`config.mk`:
```
export PLATFORM = sky130hd
export DESIGN_NAME = load_store_unit
export DESIGN_NICKNAME = d
export VERILOG_FILES = /design/src/rtl/cpu_mem_pkg.sv /design/src/rtl/lsu_byte_lane.sv /design/src/rtl/load_store_unit.sv
export SDC_FILE = /design/constraint.sdc
export NUM_CORES = 1
export LEC_CHECK = 0
export CORE_AREA = 2 2 88 90
export CTS_CLUSTER_SIZE = 8
export DETAILED_ROUTE_END_ITERATION = 8
export DIE_AREA = 0 0 90 92
export SLEW_MARGIN = 15
export SYNTH_ARGS = -nofsm -noshare
export SYNTH_HDL_FRONTEND = slang
export SYNTH_SLANG_ARGS = --single-unit
```
`constraint.sdc`:
```
create_clock -name clk -period 4.56 [get_ports clk]
set_input_delay 0.684 -clock clk [delete_from_list [all_inputs] [get_ports clk]]
set_output_delay 0.684 -clock clk [all_outputs]
set_load 0.005 [all_outputs]
```
`src/rtl/cpu_mem_pkg.sv`:
```
// Shared definitions for the load/store path: FSM encoding, byte-lane constants.
package cpu_mem_pkg;

    localparam int BYTE_W = 8;

    localparam logic LANE_LO = 1'b0;
    localparam logic LANE_HI = 1'b1;

    localparam logic [1:0] ST_IDLE = 2'd0;
    localparam logic [1:0] ST_RD   = 2'd1;
    localparam logic [1:0] ST_WR   = 2'd2;
    localparam logic [1:0] ST_RESP = 2'd3;

    typedef enum logic [1:0] {
        IDLE = ST_IDLE,
        RD   = ST_RD,
        WR   = ST_WR,
        RESP = ST_RESP
    } lsuState_t;

endpackage

```
`src/rtl/lsu_byte_lane.sv`:
```
// Combinational byte-lane helper: extracts a sign/zero-extended byte from a word,
// and merges a byte into a word for read-modify-write stores.
module lsu_byte_lane
    import cpu_mem_pkg::*;
#(
    parameter int DATA_W = 16
) (
    input  logic [DATA_W-1:0] word,
    input  logic              lane,
    input  logic              signExt,
    input  logic [BYTE_W-1:0] byteIn,
    output logic [DATA_W-1:0] extracted,
    output logic [DATA_W-1:0] merged
);

    logic [BYTE_W-1:0] laneByte;

    assign laneByte = (lane == LANE_HI) ? word[2*BYTE_W-1:BYTE_W] : word[BYTE_W-1:0];

    always_comb begin
        extracted = '0;
        extracted[BYTE_W-1:0] = laneByte;
        if (signExt) begin
            extracted[DATA_W-1:BYTE_W] = {(DATA_W-BYTE_W){laneByte[BYTE_W-1]}};
        end
    end

    always_comb begin
        merged = word;
        if (lane == LANE_HI) begin
            merged[2*BYTE_W-1:BYTE_W] = byteIn;
        end else begin
            merged[BYTE_W-1:0] = byteIn;
        end
    end

endmodule

```
`src/rtl/load_store_unit.sv`:
```
// Load/store unit between execute and a word-only data memory. Adds byte loads
// (sign/zero-extended) and byte stores via read-modify-write.
module load_store_unit
    import cpu_mem_pkg::*;
#(
    parameter int ADDR_W = 4,
    parameter int DATA_W = 16
) (
    input  logic              clk,
    input  logic              reset,
    input  logic              req_valid,
    output logic              req_ready,
    input  logic              req_we,
    input  logic              req_byte,
    input  logic              req_signed,
    input  logic [ADDR_W:0]   req_addr,
    input  logic [DATA_W-1:0] req_wdata,
    output logic              resp_valid,
    input  logic              resp_ready,
    output logic [DATA_W-1:0] resp_data,
    output logic [ADDR_W-1:0] addrM,
    output logic              write_en,
    output logic [DATA_W-1:0] write_dataM,
    input  logic [DATA_W-1:0] read_dataM
);

    lsuState_t         stateReg, stateNext;
    logic              weReg, byteReg, signedReg, laneReg;
    logic [BYTE_W-1:0] wbyteReg;
    logic [ADDR_W-1:0] addrReg;
    logic [DATA_W-1:0] wdataMReg;
    logic [DATA_W-1:0] respDataReg;
    logic [DATA_W-1:0] laneExtracted, laneMerged;

    lsu_byte_lane #(.DATA_W(DATA_W)) byteLane (
        .word      (read_dataM),
        .lane      (laneReg),
        .signExt   (signedReg),
        .byteIn    (wbyteReg),
        .extracted (laneExtracted),
        .merged    (laneMerged)
    );

    always_comb begin
        stateNext = stateReg;
        case (stateReg)
            IDLE: if (req_valid) stateNext = (req_we && !req_byte) ? WR : RD;
            RD:   stateNext = weReg ? WR : RESP;
            WR:   stateNext = RESP;
            RESP: if (resp_ready) stateNext = IDLE;
            default: stateNext = IDLE;
        endcase
    end

    always_ff @(posedge clk) begin
        if (reset) begin
            stateReg    <= IDLE;
            weReg       <= 1'b0;
            byteReg     <= 1'b0;
            signedReg   <= 1'b0;
            laneReg     <= LANE_LO;
            wbyteReg    <= '0;
            addrReg     <= '0;
            wdataMReg   <= '0;
            respDataReg <= '0;
        end else begin
            stateReg <= stateNext;
            case (stateReg)
                IDLE: if (req_valid) begin
                    weReg     <= req_we;
                    byteReg   <= req_byte;
                    signedReg <= req_signed;
                    laneReg   <= req_addr[0];
                    wbyteReg  <= req_wdata[BYTE_W-1:0];
                    addrReg   <= req_addr[ADDR_W:1];
                    if (req_we && !req_byte) wdataMReg <= req_wdata;
                end
                // Memory read data is valid combinationally off addrM here.
                RD: begin
                    if (weReg) wdataMReg <= laneMerged;
                    else respDataReg <= byteReg ? laneExtracted : read_dataM;
                end
                WR: respDataReg <= '0;
                default: ;
            endcase
        end
    end

    assign req_ready   = (stateReg == IDLE);
    assign resp_valid  = (stateReg == RESP);
    assign resp_data   = respDataReg;
    assign addrM       = addrReg;
    assign write_dataM = wdataMReg;
    // Gating with reset guarantees an aborted store never reaches memory.
    assign write_en    = (stateReg == WR) && !reset;

endmodule

```
==> summary.txt <==
Worst hold path
  – Hold_sp: resp_data[12]
  – Hold Crit Class: flop to flop

Die
  – Die area: 0.00828 mm^2
  – Die outline width: 90 um
  – Initial cell density of the core: 33.4%
  – Core Footprint: 0.00745 mm^2
  – Placement row count: 32
  – Top-level I/O count: 83
  – Height of the chip: 92 um

Worst setup path
  – Endpoint type of the worst setup path: primary output
  – Crit start category: input port
  – Worst r2r dst: resp_data[2]
  – Kind of cell adding the most delay to the critical path: buffers and inverters
  – Signal arrival time at the worst endpoint: 1.97 ns
  – Critical path buffer and inverter count: 2
  – Largest fanout on the critical path: 51
  – Critical path required time: 3.88 ns
  – Worst Reg-to-Reg Cells: 4
  – Critical-path cell with the highest stage delay: buf_2
  – Flop-to-flop setup slack: 2.49 ns
  – Crit path kind: input port to primary output
  – Termination of the worst setup path: write_en
  – Cells traversed along the worst timing path: buf_2, nor2b_1, clkdlybuf4s50_1
  – Startpoint of the worst-slack reg-to-reg timing path: laneReg
  – Timing startpoint of the critical path: reset
  – Slowest stage delay, CP: 0.69 ns
  – Crit. path cell count: 3

STA
  – Tightest slew margin relative to the limit: 31.9%
  – Final-report setup violation count: 0
  – Post-route clock period utilization: 58.1%
  – Total negative slack for setup checks: 0 ns
  – Unrepaired setup endpoints after global routing: false
  – Transition time at the pin with the least slew margin: 1.02 ns
  – Final Worst Setup Slack: 1.91 ns
  – Final worst path period need: 2.65 ns
  – Clock skew: 0.00933 ns
  – Maximum frequency from static timing analysis: 0.377 GHz
  – Final max-slew violation count: 0
  – Final-report hold violation count: 0

Yosys
  – Post-Syn Nets: 348
  – Most frequently used flop master after synthesis: dfxtp_1
  – Biggest area contributors in the synthesized netlist: dfxtp_1, a21oi_1, nand2_1, mux2i_1, o21ai_0
  – Area share of the largest cell type after synthesis: 40.3%
  – Seq cells post-synth: 50
  – Synth cell types: 32
  – Post-synthesis sequential area ratio: 40.3%
  – Share of synthesized flip-flops with an asynchronous set or reset: 0%
  – Top cell type by total area after synthesis: dfxtp_1
  – EDFF count, synth: 0
  – Cell area after synthesis: 0.00249 mm^2
  – Post-Syn Instances: 298
  – Synth Warn #: 0
  – Avg Synthesized Cell Area: 8.34 um^2

CTS
  – Number of buffers inserted during clock tree synthesis: 5
  – Level count of the clock H-tree: 2
  – Setup fix buffers added after clock tree synthesis: 0
  – Max Buffers Root-to-Sink: 2
  – Clock Sinks: 50
  – Clk Latency, worst-skew pair: 0.30 ns
  – Post-CTS Hold Fix Bufs: 0
  – Post_cts resized: 0
  – Library cell used as clock root buffer: clkbuf_8
  – Post-CTS clock slew at the launch and capture registers of the worst setup and hold paths: 0.10 ns
  – Clock tree from TritonCTS: built

Finish
  – Layout cell share with drive strength beyond 1: 6.25%
  – Commonest cells after routing, fill and taps aside: clkdlybuf4s50_1, a21oi_1, dfxtp_1
  – Ant. Diodes: 0
  – Number of fill cells: 762
  – Most frequent standard cell in the layout excluding fill and tap cells: clkdlybuf4s50_1
  – Final Net Count: 417
  – Area growth from synthesis to layout: 36.0%
  – Sequential standard cell area: 0.00100 mm^2
  – Multi-input gate area: 0.00129 mm^2

Drt
  – DRC errors left: 0
  – Average via count per standard cell: 4.99
  – ANT nets after route: 0
  – Final WL: 6750 um
  – Routed wire length per instance: 14.4 um
  – Via total after detailed routing: 2343
  – First-pass iteration count of the detailed router: 4
  – Violation count after the first detailed-routing iteration: 125

Power
  – Leakage power: 0.00117 uW
  – Maximum resistive drop on vdd: 300 uV
  – Areal power density over the cells: 528 mW/mm^2

Outcome
  – Result of the run: completed

GRT
  – Number of global-route vias before repair: 2326
  – Maximum number of pins on one net before global-route repair: 52
  – GR Overflow Total: 0
  – Antenna violations before repair: 0
  – Global-route usage over all layers: 16.2%
  – Global-route wire length before repair: 11000 um

Place
  – Weighted congestion at the end of routability-driven global placement: 0.795
  – Count of input and output buffers: 82
  – Worst slack at placement: 1.89 ns
  – Placed wire-length estimate after detailed placement: 4890 um

Job
  – Number of max-cap violations: 0
registers in the layout (all words and copies together), names as in the netlist:
| name | count |
|---|---|
| byteReg | 1 |
| resp_data | 16 |
| weReg | 1 |
| write_dataM | 16 |
| signedReg | 1 |
| addrM | 4 |
| wbyteReg | 8 |
| laneReg | 1 |
| stateReg | 2 |
where the power goes:
part,internal (uW),switching (uW),leakage (uW)
clock network,165,152,0.0000585
registers,546,82.7,0.000408
logic,397,444,0.000705
metal layers:
layer	vias up	routed length, um	track usage [%]
li1	1169	-	-
met1	1091	3200	21.5
met2	74	3120	27.1
met3	9	355	3.78
met4	0	74	3.08
met5	-	0	0
through the flow:
stage / hold slack, ns / instance area (um^2) / instances / power (uW) / utilization, %
final: 0.455 / 3380 / 470 / 1790 / 45.4
after global routing: 0.475 / 3380 / 470 / 1920 / 45.4
after CTS: 0.458 / 3380 / 470 / 1800 / 45.4
after detailed placement: 0.444 / 3270 / 462 / 1480 / 43.9
after global placement: 0.444 / 3270 / 462 / 1470 / 43.9
after floorplan: 0.437 / 2490 / 298 / 1180 / -
cell families (layout without fill, tap and decap cells):
group,after synthesis,after routing,share of synthesized area (%)
simple gates,91,91,15.8
mux,25,25,11.1
compound gates,99,99,22.1
buf+inv,27,97,7.65
fa+ha+maj,6,6,3.02
flops,50,50,40.3
synth_stat cells, types with 4 or more instances:
cell and count:
o21ai_0 23, mux2_2 7, clkbuf_8 4, inv_1 6, dfxtp_1 50, mux2i_1 16
ha_1 6, nor2_1 25, nand3_1 16, nand2_1 43, a22oi_1 7, clkbuf_1 8
a21oi_1 59
tightest hold or removal path, cell delays in order (launching register included):
cell and delay (ns):
dfxtp_1 0.32, nand2_1 0.05, a21oi_1 0.05
area by class of cell:
type | count | area share [%]
inverters | 6 | 0.666
well taps | 102 | 3.77
clock buffers | 5 | 2.03
clock inverters | 3 | 1.29
repair buffers | 83 | 24.3
flip-flops and latches | 50 | 29.6
multi-input cells | 221 | 38.3
how the worst min path moves through the flow:
| stage | to | slack (ns) | cells past startpoint |
|---|---|---|---|
| final | resp_data[12] | 0.46 | 2 |
| after global routing | resp_data[11] | 0.47 | 2 |
| after CTS | resp_data[12] | 0.46 | 2 |
| after detailed placement | resp_data[12] | 0.44 | 2 |
| after global placement | resp_data[10] | 0.44 | 2 |
| after floorplan | signedReg | 0.44 | 2 |
Power figures use the tool's default switching activity.
